`config.mk`:
```
export PLATFORM = sky130hd
export DESIGN_NAME = vending_machine_multi
export DESIGN_NICKNAME = d
export VERILOG_FILES = /design/src/rtl/vending_machine_multi.sv
export SDC_FILE = /design/constraint.sdc
export NUM_CORES = 1
export LEC_CHECK = 0
export CAP_MARGIN = 20
export CORE_MARGIN = 2
export CORE_UTILIZATION = 40
export CTS_CLUSTER_SIZE = 30
export DETAILED_ROUTE_END_ITERATION = 8
export DONT_BUFFER_PORTS = 1
export MAX_ROUTING_LAYER = met4
export PLACE_DENSITY = 0.53
export SLEW_MARGIN = 20
export SYNTH_ARGS = -nofsm -noshare
export SYNTH_HDL_FRONTEND = slang
export SYNTH_SLANG_ARGS = --single-unit
```
`constraint.sdc`:
```
create_clock -name sys_clk -period 4.9 [get_ports sys_clk]
set_input_delay 1.47 -clock sys_clk [delete_from_list [all_inputs] [get_ports sys_clk]]
set_output_delay 1.47 -clock sys_clk [all_outputs]
set_load 0.01 [all_outputs]
```
`src/rtl/vending_machine_multi.sv`:
```
// ============================================================================
// vending_machine_multi
//
// Multi-product vending controller. Accepts three coin denominations, vends
// one of NUM_PRODUCTS items with per-product price and stock, and returns
// change as unit pulses. Credit is exposed in binary and as 3-digit BCD for
// the 7-seg display path. All logic runs on the rising edge of sys_clk.
//
// Optional feature macro: AUTO_CHANGE_EN
//   defined   : after a vend, any remaining credit is paid out automatically
//   undefined : the remainder stays as credit; change only via cancel_in
//
// Ports:
//   sys_clk      in   1                  system clock
//   reset        in   1                  synchronous, active-high
//   coin_in      in   1                  coin strobe (acted on at 0->1)
//   coin_sel     in   2                  coin denomination (3 = invalid)
//   sel_in       in   1                  purchase strobe (acted on at 0->1)
//   sel_idx      in   IDX_W              product index for the purchase
//   cancel_in    in   1                  refund strobe (acted on at 0->1)
//   credit       out  CREDIT_W           current credit, binary
//   credit_bcd   out  12                 {hundreds,tens,ones}, 1 cycle behind
//   product_out  out  NUM_PRODUCTS       one-hot 1-cycle vend pulse
//   change_pulse out  1                  1-cycle pulse per CHANGE_UNIT paid
//   coin_reject  out  1                  1-cycle pulse: coin returned
//   deny         out  1                  1-cycle pulse: purchase refused
//   sold_out     out  NUM_PRODUCTS       level, stock[i] == 0
//   busy         out  1                  high while vending or paying change
// ============================================================================
module vending_machine_multi #(
    parameter int unsigned NUM_PRODUCTS = 4,
    parameter int unsigned CREDIT_W     = 8,
    parameter int unsigned CREDIT_MAX   = 95,
    parameter int unsigned COIN_V0      = 5,
    parameter int unsigned COIN_V1      = 10,
    parameter int unsigned COIN_V2      = 25,
    parameter logic [NUM_PRODUCTS*CREDIT_W-1:0] PRICES = {8'd25, 8'd20, 8'd15, 8'd10},
    parameter int unsigned STOCK_W      = 4,
    parameter int unsigned INIT_STOCK   = 9,
    parameter int unsigned CHANGE_UNIT  = 5,
    parameter int unsigned CHANGE_GAP   = 4
) (
    input  logic                    sys_clk,
    input  logic                    reset,
    input  logic                    coin_in,
    input  logic [1:0]              coin_sel,
    input  logic                    sel_in,
    input  logic [((NUM_PRODUCTS > 1) ? $clog2(NUM_PRODUCTS) : 1)-1:0] sel_idx,
    input  logic                    cancel_in,
    output logic [CREDIT_W-1:0]     credit,
    output logic [11:0]             credit_bcd,
    output logic [NUM_PRODUCTS-1:0] product_out,
    output logic                    change_pulse,
    output logic                    coin_reject,
    output logic                    deny,
    output logic [NUM_PRODUCTS-1:0] sold_out,
    output logic                    busy
);

    localparam int unsigned IDX_W = (NUM_PRODUCTS > 1) ? $clog2(NUM_PRODUCTS) : 1;
    localparam int unsigned GAP_W = $clog2(CHANGE_GAP);
    localparam int unsigned SUM_W = CREDIT_W + 1;

    typedef enum logic [1:0] {
        S_IDLE,
        S_VEND,
        S_CHANGE
    } state_t;

    state_t state, state_nxt;

    // Edge-detect history; reset to 1 so a strobe held high through reset
    // release is not mistaken for a new event.
    logic coin_hist, sel_hist, cancel_hist;
    logic coin_evt, sel_evt, cancel_evt;

    logic [CREDIT_W-1:0]     credit_nxt;
    logic [IDX_W-1:0]        vend_idx, vend_idx_nxt;
    logic [GAP_W-1:0]        gap_cnt, gap_nxt;
    logic [NUM_PRODUCTS-1:0] product_nxt;
    logic                    change_nxt, reject_nxt, deny_nxt;

    logic [STOCK_W-1:0]      stock [NUM_PRODUCTS];
    logic [CREDIT_W-1:0]     price_tab [NUM_PRODUCTS];

    logic                    sel_valid;
    logic [CREDIT_W-1:0]     sel_price, vend_price;
    logic [STOCK_W-1:0]      sel_stock;

    logic                    coin_valid, coin_ok;
    logic [SUM_W-1:0]        coin_val, coin_sum;

    // ------------------------------------------------------------------
    // Price table unpacked from the flat parameter (slice i = product i)
    // ------------------------------------------------------------------
    for (genvar g = 0; g < NUM_PRODUCTS; g++) begin : g_price
        assign price_tab[g] = PRICES[g*CREDIT_W +: CREDIT_W];
    end

    assign coin_evt   = coin_in   & ~coin_hist;
    assign sel_evt    = sel_in    & ~sel_hist;
    assign cancel_evt = cancel_in & ~cancel_hist;

    // Index lookups are done by compare-and-select so an out-of-range
    // sel_idx never addresses past the end of the tables.
    always_comb begin
        sel_valid  = 1'b0;
        sel_price  = '0;
        sel_stock  = '0;
        vend_price = '0;
        for (int unsigned k = 0; k < NUM_PRODUCTS; k++) begin
            if (sel_idx == IDX_W'(k)) begin
                sel_valid = 1'b1;
                sel_price = price_tab[k];
                sel_stock = stock[k];
            end
            if (vend_idx == IDX_W'(k)) begin
                vend_price = price_tab[k];
            end
        end
    end

    // Coin decode; the sum is one bit wider so an overflow cannot wrap
    // back under CREDIT_MAX.
    always_comb begin
        coin_valid = 1'b1;
        coin_val   = '0;
        case (coin_sel)
            2'd0:    coin_val = SUM_W'(COIN_V0);
            2'd1:    coin_val = SUM_W'(COIN_V1);
            2'd2:    coin_val = SUM_W'(COIN_V2);
            default: coin_valid = 1'b0;
        endcase
        coin_sum = {1'b0, credit} + coin_val;
        coin_ok  = coin_valid && (coin_sum <= SUM_W'(CREDIT_MAX));
    end

    // ------------------------------------------------------------------
    // Next-state and next-output logic
    // ------------------------------------------------------------------
    always_comb begin
        state_nxt    = state;
        credit_nxt   = credit;
        vend_idx_nxt = vend_idx;
        gap_nxt      = gap_cnt;
        product_nxt  = '0;
        change_nxt   = 1'b0;
        reject_nxt   = 1'b0;
        deny_nxt     = 1'b0;

        case (state)
            S_IDLE: begin
                // cancel > select > coin; a coin that loses is returned
                if (cancel_evt) begin
                    reject_nxt = coin_evt;
                    if (credit != '0) begin
                        state_nxt = S_CHANGE;
                        gap_nxt   = '0;
                    end
                end else if (sel_evt) begin
                    reject_nxt = coin_evt;
                    if (!sel_valid || (credit < sel_price)) begin
                        deny_nxt = 1'b1;
                    end else if (sel_stock != '0) begin
                        state_nxt    = S_VEND;
                        vend_idx_nxt = sel_idx;
                    end
                end else if (coin_evt) begin
                    if (coin_ok) begin
                        credit_nxt = coin_sum[CREDIT_W-1:0];
                    end else begin
                        reject_nxt = 1'b1;
                    end
                end
            end

            S_VEND: begin
                reject_nxt = coin_evt;
                for (int unsigned k = 0; k < NUM_PRODUCTS; k++) begin
                    product_nxt[k] = (vend_idx == IDX_W'(k));
                end
                credit_nxt = credit - vend_price;
                gap_nxt    = '0;
`ifdef AUTO_CHANGE_EN
                state_nxt  = (credit != vend_price) ? S_CHANGE : S_IDLE;
`else
                state_nxt  = S_IDLE;
`endif
            end

            S_CHANGE: begin
                reject_nxt = coin_evt;
                // Pulse on the first cycle after entry, then every CHANGE_GAP.
                if (gap_cnt == '0) begin
                    change_nxt = 1'b1;
                    gap_nxt    = GAP_W'(CHANGE_GAP - 1);
                    if (credit <= CREDIT_W'(CHANGE_UNIT)) begin
                        credit_nxt = '0;
                        state_nxt  = S_IDLE;
                    end else begin
                        credit_nxt = credit - CREDIT_W'(CHANGE_UNIT);
                    end
                end else begin
                    gap_nxt = gap_cnt - GAP_W'(1);
                end
            end

            default: begin
                state_nxt = S_IDLE;
            end
        endcase
    end

    // ------------------------------------------------------------------
    // State and output registers
    // ------------------------------------------------------------------
    always_ff @(posedge sys_clk) begin
        if (reset) begin
            state        <= S_IDLE;
            credit       <= '0;
            credit_bcd   <= '0;
            vend_idx     <= '0;
            gap_cnt      <= '0;
            product_out  <= '0;
            change_pulse <= 1'b0;
            coin_reject  <= 1'b0;
            deny         <= 1'b0;
            coin_hist    <= 1'b1;
            sel_hist     <= 1'b1;
            cancel_hist  <= 1'b1;
            for (int unsigned k = 0; k < NUM_PRODUCTS; k++) begin
                stock[k] <= STOCK_W'(INIT_STOCK);
            end
        end else begin
            state        <= state_nxt;
            credit       <= credit_nxt;
            credit_bcd   <= to_bcd(credit);
            vend_idx     <= vend_idx_nxt;
            gap_cnt      <= gap_nxt;
            product_out  <= product_nxt;
            change_pulse <= change_nxt;
            coin_reject  <= reject_nxt;
            deny         <= deny_nxt;
            coin_hist    <= coin_in;
            sel_hist     <= sel_in;
            cancel_hist  <= cancel_in;
            for (int unsigned k = 0; k < NUM_PRODUCTS; k++) begin
                if (product_nxt[k] && (stock[k] != '0)) begin
                    stock[k] <= stock[k] - STOCK_W'(1);
                end
            end
        end
    end

    always_comb begin
        sold_out = '0;
        for (int unsigned k = 0; k < NUM_PRODUCTS; k++) begin
            sold_out[k] = (stock[k] == '0);
        end
    end

    assign busy = (state != S_IDLE);

    function automatic logic [11:0] to_bcd(input logic [CREDIT_W-1:0] bin);
        int unsigned v;
        v = 32'(bin);
        return {4'((v / 100) % 10), 4'((v / 10) % 10), 4'(v % 10)};
    endfunction

endmodule

```
==> metrics.md <==
| Metric | Value |
|---|---|
| Max-cap viol count | `0` |
| Routability cong. | `~0.92` |
| Fin crit period | `around 4000 ps` |
| Vias | `~3800` |
| Max stage delay on crit path | `about 380 ps` |
| Hold path start | `gap_cnt[1]` |
| CP delay by family, top | `compound AO/OA/AOI/OAI gates` |
| Total Wirelength | `between 10 and 15 mm` |
| Worst setup SP type | `register` |
| Kind of critical path | `reg -> reg` |
| Area grow syn2layout | `5.20%` |
| Worst VDD drop | `approximately 140 uV` |
| Clk sink count | `50` |
| Area of the multi-input gates | `2820 um2` |
| CTS Hold Bufs | `0` |
| # DRC | `0` |
| Slew margin rel. | `0.274` |
| Total gr overflow | `0` |
| Slew Viols, Final | `0` |
| Post-cts resize count | `0` |
| Final hold vios | `0` |
| Sequential cell area | `1160 um2` |
| Flops & latches, synth | `50` |
| Commonest non-fill, non-tap cell in the layout | `ha_1` |
| CP Buf/Inv Count | `5` |
| Iter 0 DRT Violations | `around 320` |
| Initial antenna violation count | `0` |
| Clock root cell | `clkbuf_8` |
| Worst R2R Path Depth | `19` |
| Worst Max-Slew Pin Slew | `1080 ps` |
| # fillers | `around 1000` |
| First-pass GRT wire length | `18.3 mm` |
| Setup Viol. Count Final | `0` |
| Die X | `~110 um` |
| Clk slew on worst S/H paths | `between 100 and 150 ps` |
| Power Density | `about 260 nW/um2` |
| R2r endpoint | `credit_bcd[7]` |
| Status | `completed` |
| Min-Delay Path Class | `reg -> reg` |
| Largest net degree at the start of global routing | `36` |
| Final setup skew | `approximately 5.6 ps` |
| Post-layout net count | `566` |
| Tcrit/Tclk final | `0.813` |
| Core Area | `around 10000 um2` |
| Row count | `37` |
| Fraction of layout cells with a size suffix above 1 | `0.0959` |
| Critical Path Fanout Max | `10` |
| Post-synth ARST share | `0` |
| Distinct cells, synth | `81` |
| Clk_lat worst skew | `roughly 310 ps` |
| Crit path depth | `19` |
| Worst hold stages | `2` |
| H-tree depth | `2` |
| Top cell type's share of synthesized area | `0.159` |
| I/O Pins | `around 40` |
| Dominant cells by area after synthesis | `dfxtp_1 (16%), ha_1 (13%), edfxtp_1 (11%)` |
| Synth warn | `0` |
| CTS tree | `yes` |
| Register area share after synthesis | `0.271` |
| Reg2reg start | `credit[5]` |
| Flop-to-flop setup slack | `920 ps` |
| CP Capture Type | `register` |
| Drt wl/cell | `17.3 um` |
| Final TNS setup | `0 ps` |
| Port bufs | `0` |
| Post-Synthesis Cells | `just over 500` |
| Top_reg_cell synth | `dfxtp_1` |
| Worst slack at placement | `between 600 and 700 ps` |
| Hpwl dp | `8.26 mm` |
| Placed Cells | `between 600 and 700` |
| Pleak | `0.00180 uW` |
| Final cell count without fillers | `roughly 650` |
| Number of enable flip-flop cells after synthesis | `16` |
| Area leader, netlist | `dfxtp_1` |
| Cell at the slowest stage of the critical path | `maj3_1` |
| WP data required | `5120 ps` |
| Unrepaired setup endpoints after global routing | `no` |
| Longest Clk Path Bufs | `2` |
| All-layer global routing usage | `0.203` |
| Vias per inst | `5.85` |
| Critical path cell sequence | `nor2_2, inv_4, ha_1, clkinv_1, a31o_4, nand2_4, inv_2, maj3_1, a21o_1, inv_2, ha_1, inv_1, ha_1, nor2b_1, nand2_1, o21ai_0, and3_1, nor2_1, a311oi_1` |
| Die Y | `roughly 110 um` |
| PnR worst setup slack | `slightly above 900 ps` |
| Die area | `between 10000 and 15000 um2` |
| Most frequent CP cell | `ha_1` |
| Vias in the first global route | `roughly 3600` |
| Post-synthesis cell area | `4290 um2` |
| Worst path arrival time | `4200 ps` |
| Num CTS Buffers | `5` |
| Avg Cell Area, Syn | `between 8 and 9 um2` |
| Hold Path Sink | `gap_cnt[1]` |
| # Post-CTS Setup Buffers | `0` |
| Drt pass-1 iters | `5` |
| Most frequent cells in the layout | `ha_1 (45), nor2_1 (42), a21oi_1 (38)` |
| Antenna cell count | `0` |
| Initial core utilization | `0.413` |
| Fmax | `between 200 and 300 MHz` |
| ANT nets after route | `0` |
worst register-to-register path, cell delays in order (launching register included):
cell      delay [ps]
dfxtp_1          330
nor2_2           230
inv_4            100
ha_1             290
clkinv_1         170
a31o_4           320
nand2_4          110
inv_2            110
maj3_1           380
a21o_1           230
inv_2             80
ha_1             140
inv_1             40
ha_1             260
nor2b_1          150
nand2_1           60
o21ai_0          280
and3_1           270
nor2_1            60
a311oi_1         280
cell type report:
cell class / count / area share
clock buffers: 5 / 0.0153
clock inverters: 3 / 0.00971
inverters: 44 / 0.0372
multi-input cells: 399 / 0.626
flip-flops and latches: 50 / 0.258
well taps: 136 / 0.0377
repair buffers: 10 / 0.0167
cells by family (layout without fill, tap and decap cells):
logic type	Yosys count	after routing	share of synthesized area
adders and majority gates	49	49	0.145
and+or+nand+nor	176	176	0.213
muxes	5	5	0.0120
buffers and inverters	69	62	0.0715
other	1	2	0.000875
xor gates and xnor gates	15	15	0.0307
AOI/OAI and AO/OA	152	152	0.256
DFF	50	50	0.271
stage by stage:
stage               total power [uW]  hold slack [ps]  utilization  area (um2)
floorplan                        776              432            -        4290
global placement                 854              433        0.424        4400
detailed placement               858              437        0.424        4400
CTS                             1170              452        0.435        4510
global route                    1240              477        0.435        4510
finish                          1170              449        0.435        4510
metal layers:
layer | vias up | track usage | wire length, um | share of wire
met5 | - | - | 0 | 0
met4 | 0 | 0.0687 | 225 | 0.020
met3 | 21 | 0.0206 | 561 | 0.050
met2 | 130 | 0.341 | 5340 | 0.48
met1 | 1770 | 0.256 | 5050 | 0.45
li1 | 1864 | - | - | -
report_power, final:
group          leakage (uW)  internal [uW]  switching, uW
registers          0.000413            450           28.1
logic               0.00133            149            226
clock network     0.0000585            154            162
how the worst max path moves through the flow:
stage	from	to
after floorplan	coin_sel[1]	credit[2]
after global placement	coin_sel[1]	credit[4]
after detailed placement	coin_sel[1]	credit[6]
after CTS	credit[5]	credit_bcd[7]
after global routing	credit[5]	credit_bcd[7]
final	credit[5]	credit_bcd[7]
cells in the mapped netlist, types with 4 or more instances:
library cell  instances
o221ai_1              4
o21a_1                4
nor4_1               10
nor3b_1               4
a211o_1               4
nand3_1              12
a21o_1               12
ha_1                 45
inv_1                35
or2_2                 6
mux2i_1               4
and2_1                7
edfxtp_1             16
a31oi_1               7
nand2b_1              8
a221oi_1              4
a211oi_1             11
nor3_1               19
o21ai_0              20
nor2_1               42
xnor2_1              14
o211ai_1              4
a21oi_1              38
clkbuf_1             16
inv_2                 6
dfxtp_1              34
nor2b_1              10
nand2_1              37
or3_1                 5
sequential cells by signal (all words and copies together), names as in the netlist, 2 cells and up:
| signal | cells |
|---|---|
| credit | 8 |
| credit_bcd | 10 |
| gap_cnt | 2 |
| product_out | 4 |
| state | 2 |
| stock | 16 |
| vend_idx | 2 |
No activity file was read; power rests on OpenSTA's default activity.
